<file path="src/rtl/calc_key_pkg.sv">
// Key-event encodings shared by the key encoder and the calculator/LCD block:
// event classes, operator indices, LCD character bytes and the one-hot decoders.
package calc_key_pkg;

  localparam logic [1:0] CLS_DIGIT = 2'd0;
  localparam logic [1:0] CLS_CLEAR = 2'd1;
  localparam logic [1:0] CLS_OP    = 2'd2;
  localparam logic [1:0] CLS_EQU   = 2'd3;

  localparam logic [3:0] OP_ADD  = 4'd0;
  localparam logic [3:0] OP_SUB  = 4'd1;
  localparam logic [3:0] OP_MUL  = 4'd2;
  localparam logic [3:0] OP_DIV  = 4'd3;
  localparam logic [3:0] OP_REM  = 4'd4;
  localparam logic [3:0] OP_POW  = 4'd5;
  localparam logic [3:0] OP_FACT = 4'd6;

  localparam logic [7:0] CH_DIGIT0 = 8'h30;
  localparam logic [7:0] CH_BLANK  = 8'h20;
  localparam logic [7:0] CH_ADD    = 8'h2B;
  localparam logic [7:0] CH_SUB    = 8'h2D;
  localparam logic [7:0] CH_MUL    = 8'hD7;
  localparam logic [7:0] CH_DIV    = 8'h2F;
  localparam logic [7:0] CH_REM    = 8'hF7;
  localparam logic [7:0] CH_POW    = 8'h5E;
  localparam logic [7:0] CH_FACT   = 8'h21;
  localparam logic [7:0] CH_EQU    = 8'h3D;

  typedef struct packed {
    logic [1:0] cls;
    logic [3:0] code;
    logic [7:0] chr;
  } key_event_t;

  localparam key_event_t EV_IDLE = '{cls: CLS_DIGIT, code: 4'd0, chr: CH_BLANK};

  // Push switches: [11:2] carry digits 0..9 counting down from bit 11; [1:0] are clear.
  function automatic key_event_t decode_push(input logic [11:0] psh);
    key_event_t ev;
    ev = '{cls: CLS_CLEAR, code: 4'd0, chr: CH_BLANK};
    for (int i = 2; i < 12; i++) begin
      if (psh[i]) begin
        ev.cls  = CLS_DIGIT;
        ev.code = 4'(11 - i);
        ev.chr  = CH_DIGIT0 + 8'(11 - i);
      end
    end
    return ev;
  endfunction

  function automatic key_event_t decode_dip(input logic [7:0] dip);
    key_event_t ev;
    case (dip)
      8'h80:   ev = '{cls: CLS_OP, code: OP_ADD,  chr: CH_ADD};
      8'h40:   ev = '{cls: CLS_OP, code: OP_SUB,  chr: CH_SUB};
      8'h20:   ev = '{cls: CLS_OP, code: OP_MUL,  chr: CH_MUL};
      8'h10:   ev = '{cls: CLS_OP, code: OP_DIV,  chr: CH_DIV};
      8'h08:   ev = '{cls: CLS_OP, code: OP_REM,  chr: CH_REM};
      8'h04:   ev = '{cls: CLS_OP, code: OP_POW,  chr: CH_POW};
      8'h02:   ev = '{cls: CLS_OP, code: OP_FACT, chr: CH_FACT};
      default: ev = '{cls: CLS_EQU, code: 4'd0,   chr: CH_EQU};
    endcase
    return ev;
  endfunction

endpackage

</file>
<file path="src/rtl/calc_debounce.sv">
// Width-W stable-sample debouncer: a new level is accepted once the sampled
// input has matched for DEB_TICKS consecutive ticks. level shows it in the accepting cycle.
module calc_debounce #(
  parameter int W         = 8,
  parameter int DEB_TICKS = 3
) (
  input  logic         clk,
  input  logic         rst,
  input  logic         tick,
  input  logic [W-1:0] din,
  output logic [W-1:0] level,
  output logic         change
);

  localparam int CW = $clog2(DEB_TICKS + 1);

  logic [W-1:0]  last;
  logic [W-1:0]  level_q;
  logic [CW-1:0] cnt;
  logic [CW-1:0] run_len;

  // NOTE: every path assigns run_len; a path that left it unassigned would infer a latch.
  always_comb begin
    if (din != last)                 run_len = CW'(1);
    else if (cnt == CW'(DEB_TICKS))  run_len = cnt;
    else                             run_len = cnt + CW'(1);
  end

  assign change = tick && (run_len == CW'(DEB_TICKS)) && (din != level_q);
  assign level  = change ? din : level_q;

  always_ff @(posedge clk or negedge rst) begin
    if (!rst) begin
      last    <= '0;
      cnt     <= '0;
      level_q <= '0;
    end else if (tick) begin
      last    <= din;
      cnt     <= run_len;
      if (change) level_q <= din;
    end
  end

endmodule

</file>
<file path="src/rtl/calc_key_event_encoder.sv">
// Turns raw push/DIP switch levels into one debounced, decoded key event per
// press, delivered through a single-entry valid/ready register. DEB_TICKS >= 2.
import calc_key_pkg::*;

module calc_key_event_encoder #(
  parameter int TICK_DIV  = 50000,
  parameter int DEB_TICKS = 3
) (
  input  logic        clk,
  input  logic        rst,
  input  logic [11:0] sw_psh,
  input  logic [7:0]  sw_dip,
  input  logic        ev_ready,
  output logic        ev_valid,
  output logic [1:0]  ev_class,
  output logic [3:0]  ev_code,
  output logic [7:0]  ev_char,
  output logic        ev_overflow,
  output logic        multi_key
);

  localparam int TW = (TICK_DIV > 1) ? $clog2(TICK_DIV) : 1;
  localparam int DW = $clog2(DEB_TICKS + 1);

  localparam logic [1:0] S_IDLE    = 2'd0;
  localparam logic [1:0] S_CAND    = 2'd1;
  localparam logic [1:0] S_PRESSED = 2'd2;
  localparam logic [1:0] S_RELEASE = 2'd3;

  logic [11:0]   psh_meta, psh_sync;
  logic [7:0]    dip_meta, dip_sync, dip_level;
  logic [TW-1:0] tick_cnt;
  logic          tick;
  logic [1:0]    state;
  logic [11:0]   cand;
  logic [DW-1:0] cnt;
  logic          enter_pressed, push_raise, dip_change, dip_raise;
  logic          pend_valid;
  logic          slot_free, take_pend, take_push, take_dip, park_dip, drop;
  key_event_t    push_ev, dip_ev, pend_ev, load_ev, ev_q;

  // NOTE: non-blocking assignments keep the two synchroniser stages as separate flops.
  always_ff @(posedge clk or negedge rst) begin
    if (!rst) begin
      psh_meta <= '0;
      psh_sync <= '0;
      dip_meta <= '0;
      dip_sync <= '0;
    end else begin
      psh_meta <= sw_psh;
      psh_sync <= psh_meta;
      dip_meta <= sw_dip;
      dip_sync <= dip_meta;
    end
  end

  assign tick = (tick_cnt == TW'(TICK_DIV - 1));

  always_ff @(posedge clk or negedge rst) begin
    if (!rst)      tick_cnt <= '0;
    else if (tick) tick_cnt <= '0;
    else           tick_cnt <= tick_cnt + TW'(1);
  end

  assign enter_pressed = tick && (state == S_CAND) && (psh_sync == cand) &&
                         (cnt + DW'(1) == DW'(DEB_TICKS));
  assign push_raise    = enter_pressed && $onehot(cand);

  always_ff @(posedge clk or negedge rst) begin
    if (!rst) begin
      state     <= S_IDLE;
      cand      <= '0;
      cnt       <= '0;
      multi_key <= 1'b0;
    end else begin
      if (enter_pressed && !$onehot(cand)) multi_key <= 1'b1;
      if (tick) begin
        case (state)
          S_IDLE: if (psh_sync != '0) begin
            cand  <= psh_sync;
            cnt   <= DW'(1);
            state <= S_CAND;
          end
          S_CAND: begin
            if (psh_sync == '0)       state <= S_IDLE;
            else if (psh_sync != cand) begin
              cand <= psh_sync;
              cnt  <= DW'(1);
            end
            else if (enter_pressed)   state <= S_PRESSED;
            else                      cnt   <= cnt + DW'(1);
          end
          S_PRESSED: begin
            state <= S_RELEASE;
            cnt   <= '0;
          end
          S_RELEASE: begin
            if (psh_sync != '0) cnt <= '0;
            else if (cnt + DW'(1) == DW'(DEB_TICKS)) begin
              state <= S_IDLE;
              cnt   <= '0;
            end
            else cnt <= cnt + DW'(1);
          end
          default: state <= S_IDLE;
        endcase
      end
    end
  end

  calc_debounce #(.W(8), .DEB_TICKS(DEB_TICKS)) u_dip_deb (
    .clk    (clk),
    .rst    (rst),
    .tick   (tick),
    .din    (dip_sync),
    .level  (dip_level),
    .change (dip_change)
  );

  assign dip_raise = dip_change && $onehot(dip_level);
  assign push_ev   = decode_push(cand);
  assign dip_ev    = decode_dip(dip_level);

  // A waiting DIP event is oldest, so it claims a free register before any new event.
  assign slot_free = !ev_valid || ev_ready;
  assign take_pend = slot_free && pend_valid;
  assign take_push = slot_free && !pend_valid && push_raise;
  assign take_dip  = slot_free && !pend_valid && !push_raise && dip_raise;
  assign park_dip  = dip_raise && push_raise && (!pend_valid || take_pend);
  assign drop      = (push_raise && !take_push) || (dip_raise && !take_dip && !park_dip);

  always_comb begin
    load_ev = dip_ev;
    if (take_pend)      load_ev = pend_ev;
    else if (take_push) load_ev = push_ev;
  end

  always_ff @(posedge clk or negedge rst) begin
    if (!rst) begin
      ev_valid    <= 1'b0;
      ev_q        <= EV_IDLE;
      pend_valid  <= 1'b0;
      ev_overflow <= 1'b0;
    end else begin
      if (take_pend || take_push || take_dip) begin
        ev_valid <= 1'b1;
        ev_q     <= load_ev;
      end else if (ev_ready) begin
        ev_valid <= 1'b0;
      end
      if (park_dip)       pend_valid <= 1'b1;
      else if (take_pend) pend_valid <= 1'b0;
      if (drop) ev_overflow <= 1'b1;
    end
  end

  // NOTE: pend_ev is payload qualified by pend_valid, so it needs no reset.
  always_ff @(posedge clk) begin
    if (park_dip) pend_ev <= dip_ev;
  end

  assign ev_class = ev_q.cls;
  assign ev_code  = ev_q.code;
  assign ev_char  = ev_q.chr;

endmodule

</file>
<file path="config.mk">
export PLATFORM = sky130hd
export DESIGN_NAME = calc_key_event_encoder
export DESIGN_NICKNAME = d
export VERILOG_FILES = /design/src/rtl/calc_key_pkg.sv /design/src/rtl/calc_debounce.sv /design/src/rtl/calc_key_event_encoder.sv
export SDC_FILE = /design/constraint.sdc
export NUM_CORES = 1
export LEC_CHECK = 0
export CAP_MARGIN = 20
export CORE_AREA = 4 4 121 123
export DETAILED_ROUTE_END_ITERATION = 7
export DIE_AREA = 0 0 125 127
export PLACE_DENSITY = 0.61
export SETUP_SLACK_MARGIN = 0.3
export SYNTH_ARGS = -nofsm -noshare
export SYNTH_HDL_FRONTEND = slang
export SYNTH_SLANG_ARGS = --single-unit
</file>
<file path="constraint.sdc">
create_clock -name clk -period 10.7 [get_ports clk]
set_clock_uncertainty 0.1 [all_clocks]
set_input_delay 2.14 -clock clk [delete_from_list [all_inputs] [get_ports clk]]
set_output_delay 2.14 -clock clk [all_outputs]
set_load 0.005 [all_outputs]
</file>
==> results of run 1 <==
## cells by family after synthesis
family                   Yosys count
AND/OR/NAND/NOR                  198
flip-flops                       120
AO/OA/AOI/OAI                     89
buffers and inverters             61
XOR/XNOR                          52
adder cells (fa/ha/maj)           24
multiplexers                      20
## cells in the mapped netlist (8+ instances only)
cell type  instances
a21oi_1           25
and3_1            15
buf_2              9
clkbuf_1          10
dfrtp_1          107
edfxtp_1          12
fa_1              11
ha_1              13
inv_1             37
mux2_2            14
nand2_1           58
nand3_1           17
nand4_1            9
nor2_1            48
nor3_1             8
o21ai_0           17
xnor2_1           35
xor2_1            16
## placed cells by master (no fill, tap or decap), types with 3 or more instances in the layout
cell,instances
a21oi_1,25
a22o_1,3
a31oi_1,7
and2_1,4
and3_1,15
and4_1,3
buf_4,4
bufinv_16,3
clkbuf_16,17
clkbuf_8,4
clkdlybuf4s50_1,38
clkinv_2,4
dfrtp_1,107
edfxtp_1,12
fa_1,11
ha_1,13
inv_1,37
mux2_2,14
mux2i_1,5
nand2_1,58
nand2b_1,3
nand3_1,17
nand4_1,9
nand4b_1,3
nor2_1,48
nor2b_1,3
nor3_1,8
nor4_1,7
nor4bb_1,3
o21ai_0,17
o22ai_1,5
o31ai_1,3
or2_2,3
xnor2_1,35
xor2_1,16
## per-layer routing
| metal | vias to the layer above | wire (µm) | global-route usage, % |
|---|---|---|---|
| li1 | 2023 | - | - |
| met1 | 2078 | 5910 | 21.8 |
| met2 | 83 | 6000 | 26.5 |
| met3 | 22 | 467 | 5.27 |
| met4 | 0 | 256 | 6.19 |
| met5 | - | 0 | 0 |
## state kept, by name, summed over array words and instances (netlist names), 4 cells and up, named ones only
name               flops
tick_cnt              16
cand                  12
pend_ev               12
psh_meta              12
psh_sync              12
u_dip_deb.level_q      8
u_dip_deb.last         8
dip_sync               8
ev_char                8
dip_meta               8
ev_code                4
## final cells by class
| class | count | area share [%] |
|---|---|---|
| flip-flops and latches | 120 | 42.6 |
| multi-input cells | 383 | 37.9 |
| clock buffers | 21 | 6.68 |
| repair buffers | 42 | 5.70 |
| well taps | 180 | 3.13 |
| inverters | 38 | 2.02 |
| clock inverters | 11 | 2.00 |
## power groups by stage
stage / registers (µW) / logic, µW / clock network (µW)
floorplan: 488 / 18.6 / 0
global placement: 493 / 45.7 / 0
detailed placement: 493 / 46.2 / 0
CTS: 485 / 46.4 / 605
global route: 487 / 50.2 / 629
finish: 485 / 45.2 / 595
## worst paths after layout
| kind | from | endpoint | slack (ns) |
|---|---|---|---|
| worst max-delay path | tick_cnt[4] | ev_code[1] | 4.18 |
| max in group asynchronous | rst | ev_char[1] | 7.68 |
| worst min-delay path | psh_meta[1] | psh_sync[1] | 0.24 |
| worst max register to register | tick_cnt[4] | ev_code[1] | 4.18 |
| min in group asynchronous | rst | tick_cnt[0] | 1.64 |
| worst min register to register | psh_meta[1] | psh_sync[1] | 0.24 |
## through the flow
stage | hold slack [ns] | power, µW | worst slack (ns) | area, µm² | utilization (%)
after floorplan | 0.231 | 507 | 4.77 | 6050 | -
after global placement | 0.232 | 539 | 4.02 | 6570 | 48.0
after detailed placement | 0.235 | 539 | 3.80 | 6570 | 48.0
after CTS | 0.246 | 1140 | 3.79 | 7190 | 52.6
after global routing | 0.249 | 1170 | 3.67 | 7200 | 52.7
final | 0.241 | 1120 | 4.18 | 7200 | 52.7
==> results.toml, run 1 <==
[setup_path]
critical_path_class = "flop to flop"
critPathArrivalTime_ns = 6.71
critPathSlowestCell = "and4_1"
worstSetupPathDepth = 20
crit_required_ns = 10.90
crit_top_cell = "fa_1"
max_stage_delay_ns = 0.74
critPathBufInv = 3
critPathTopFamily = "simple AND/OR/NAND/NOR gates"
ff2ff_path_depth = 20
crit_path_end_kind = "flop"
cp-start-kind = "flop"
cp_cell_sequence = "nor4b_2 -> and4_1 -> o21ai_2 -> nor2_8 -> mux2_2 -> inv_1 -> fa_1 -> fa_1 -> fa_1 -> inv_1 -> ha_1 -> inv_1 -> fa_1 -> nor2_1 -> nand3_1 -> a21oi_1 -> nand3_2 -> nand2_1 -> nand3_1 -> o22a_1"
cp_max_fo = 28

[cts]
clk_pin_slew_worst_paths_ns = 0.06
htreeDepth = 4
cts_resized = 0
root_buffer = "clkbuf_16"
cts-buffers-inserted = 17
cts_setup_buffers = 0
cts_buffer_depth = 2
insertion_delay_ns = 0.42
clock_sinks = 120
cts_hold_buf = 0
cts_tree = "yes"

[final_layout]
multiInputGateArea_um2 = 2730
n_fill_cell = 1200
ff_latch_area_um2 = 3060
drive_above_1_share_pct = 11.4
stdcell_count = 795
final_nets = 649
antenna_cells = 0
area_delta_synth_final_pct = 18.9

[pwr]
p_sw_uw = 235
leakagePower_uw = 0.00317
vdd_drop_max_uv = 170
p_int_uw = 890
pwr-share-comb_pct = 4.0
swShare_pct = 20.9
p_seq_share_pct = 43.1
p_per_area_nw_per_um2 = 156
clockPowerShare_pct = 52.9

[yosys]
syn_inst = 564
synth_edf_count = 12
async_flop_share_pct = 90.0
ys_ff_latch = 120
synth_cell_types = 69
synth_top_family_by_area = "simple AND/OR/NAND/NOR gates"
syn_area_per_cell_um2 = 10.7
ys_warn_count = 0
yosys-top-cells-area = "dfrtp_1, edfxtp_1, xnor2_1"
ys.flop_type = "dfrtp_1"
synth_nets = 611
synthAdderAreaFrac_pct = 6.32
synth_seq_area_share_pct = 50.6
synthMuxAreaShare_pct = 3.68
synth_xor_area_share_pct = 7.65
syn_area_um2 = 6050
yosysTopAreaCellShare_pct = 44.2
synth_compound_area_share_pct = 9.92
synth_top_area_cell = "dfrtp_1"
synthSimpleGateAreaFrac_pct = 17.5

[run]
drv_cap = 0

[floorplan]
die_width_um = 125
top_level_ports = 40
core_area_um2 = 13700
initial_core_util_pct = 44.3
dieArea_um2 = 15900
die_h_um = 127
num_rows = 43

[detailed_routing]
drt_wl_total_um = 12600
num_vias = 4206
drt_iter0_drc = 307
via_per_inst = 5.29
drc = 0
first_pass_iters = 5
wl_per_cell_um = 15.9
ant_nets = 0

[timing]
final.period_utilization_pct = 60.9
slew_viol_final = 0
worst_pin_slew_ns = 0.862
hold_viol_final = 0
setup_viol = 0
fin_setup_tns_ns = 0
rsz0062_at_grt = "no"
fin_crit_ns = 6.52
relSlewSlack_pct = 41.8
fmax_mhz = 153

[place]
portBuffers = 39
dp.final_hpwl_um = 8950
gp_congestion = 0.884
dp_cells = 762

[run_status]
outcome = "finished clean"

[grt]
antenna_found_initial = 0
grt_max_degree = 60
globalRouteOverflowTotal = 0
grt_pass1_wl_um = 21300
grt.total_usage_pct = 16.8
grt_pass1_vias = 4213

[hold_path]
min_path_cells = 0
hold_class = "flop to flop"
No activity file was read; power rests on OpenSTA's default activity.
==> inputs of run 2 (changes only) <==
clock period = 6.03 ns   (was 10.7 ns; I/O delays follow)
==> run 2 against run 1 <==
Largest cell class unchanged. Design area is 0.71% higher. Utilization is 0.38 points higher. Fmax is 19% higher. Non-clock buffer count is 3 higher. Register-to-register slack worse by 3.6 ns. Highest routed layer unchanged. Worst hold slack better by 0.0041 ns. Critical path type unchanged. Setup slack worse by 3.6 ns. Clock-buffer cell count stayed put. Power is 74% higher. Die area stayed put. Combinational power is 79% higher.
==> results.toml, run 2 (synthesized netlist as in run 1, its figures left out) <==
[run_status]
outcome = "finished clean"

[pwr]
leakagePower_uw = 0.00317
vdd_drop_max_uv = 279
p_per_area_nw_per_um2 = 270

[timing]
holdWs_ns = 0.245
final.period_utilization_pct = 91.1
setup_viol = 0
hold_viol_final = 0
fmax_mhz = 182
worst_pin_slew_ns = 0.993
slew_viol_final = 0
rsz0062_at_grt = "yes"
fin_setup_tns_ns = 0
relSlewSlack_pct = 33.0
fin_crit_ns = 5.49

[cts]
root_buffer = "clkbuf_16"
insertion_delay_ns = 0.41
clock_sinks = 120
htreeDepth = 4
cts_tree = "yes"
cts-buffers-inserted = 17
clk_pin_slew_worst_paths_ns = 0.05
cts_buffer_depth = 2

[detailed_routing]
drt_iter0_drc = 322
first_pass_iters = 4
wl_per_cell_um = 16.4
ant_nets = 0
via_per_inst = 5.30
num_vias = 4227
drc = 0
drt_wl_total_um = 13100

[final_layout]
multiInputGateArea_um2 = 2760
ff_latch_area_um2 = 3070
layout_common_cells = "dfrtp_1, nand2_1, nor2_1, clkdlybuf4s50_1, inv_1"
n_fill_cell = 1189
final_nets = 652
final_common_cell = "dfrtp_1"
regMostFlops = "tick_cnt"
antenna_cells = 0
largest_register_ffs = 16
design_area_um2 = 7250
area_delta_synth_final_pct = 19.7
drive_above_1_share_pct = 12.6

[setup_path]
critical_path_class = "flop to flop"
cp-start-kind = "flop"
critPathArrivalTime_ns = 5.52
crit_path_end_kind = "flop"
crit_required_ns = 6.05
cp_max_fo = 12

[floorplan]
dieArea_um2 = 15900
core_area_um2 = 13700
die_width_um = 125
initial_core_util_pct = 44.3
die_h_um = 127
top_level_ports = 40
num_rows = 43

[run]
drv_cap = 0

[grt]
grt.total_usage_pct = 17.4
grt_max_degree = 63
antenna_found_initial = 0
grt_pass1_wl_um = 22000
grt_pass1_vias = 4421
globalRouteOverflowTotal = 0

[place]
gp_congestion = 0.913
portBuffers = 39
placed_area_um2 = 6590
dp.final_hpwl_um = 9350

[hold_path]
hold_class = "flop to flop"
-- run 2: cell types whose count changed in the layout (fill, tap and decap cells not counted), sizes merged --
| cell | previous run | this run |
|---|---|---|
| inv | 39 | 38 |
| bufinv | 3 | 2 |
| buf | 4 | 7 |
| clkinv | 6 | 5 |
| clkinvlp | 1 | 4 |
-- run 2: final cells by class --
class	instances	share of cell area (%)
well taps	180	3.11
clock inverters	11	1.64
inverters	38	2.00
repair buffers	45	6.15
flip-flops and latches	120	42.3
multi-input cells	383	38.0
clock buffers	21	6.78
-- run 2: metal layers --
metal / GRT usage, % / vias to the layer above / part of all wire (%)
met2: 28.0 / 100 / 49
li1: - / 2038 / -
met3: 5.48 / 8 / 4.6
met4: 5.23 / 0 / 0.95
met1: 22.6 / 2081 / 46
met5: 0 / - / 0
-- run 2: path summary, 6_finish.rpt --
path | from | to | slack (ns) | depth (start not counted)
min reg2reg | psh_meta[7] | psh_sync[7] | 0.25 | 0
min | psh_meta[7] | psh_sync[7] | 0.25 | 0
min in group asynchronous | rst | cand[1] | 0.79 | 1
max in group asynchronous | rst | dip_sync[2] | 3.93 | 2
max | tick_cnt[12] | pend_ev[7] | 0.54 | 20
max reg2reg | tick_cnt[12] | pend_ev[7] | 0.54 | 20
-- run 2: worst max-delay path, cell delays in order (launching register included) --
cell	delay (ns)
dfrtp_1	0.43
nor4bb_1	0.39
and4_1	0.30
o21ai_2	0.15
nor2_8	0.23
mux2_2	0.37
inv_1	0.12
fa_1	0.42
fa_1	0.51
fa_1	0.41
inv_1	0.06
ha_1	0.15
inv_1	0.05
fa_1	0.39
nor2_1	0.11
nand3_1	0.08
a21oi_1	0.29
and3_1	0.23
nand2_1	0.10
a21oi_4	0.15
buf_12	0.15
-- run 2: through the flow --
| step | instances | utilization, % | setup slack [ns] | power, µW |
|---|---|---|---|---|
| after floorplan | 564 | - | 0.356 | 899 |
| after CTS | 797 | 52.7 | 0.310 | 1980 |
| after global placement | 765 | 48.2 | 0.532 | 956 |
| after detailed placement | 765 | 48.2 | 0.332 | 957 |
| final | 798 | 53.0 | 0.536 | 1960 |
| after global routing | 798 | 53.0 | 0.200 | 2040 |
-- run 2: timing repair --
item,4_1_cts,5_1_grt
hold buffers,0,0
setup endpoints to repair,0,25
setup buffers,0,1
resized for setup,0,7
-- run 2: where the power goes --
part | switching [µW] | internal [µW]
registers | 19.5 | 841
clock network | 354 | 662
logic | 34.6 | 46.4
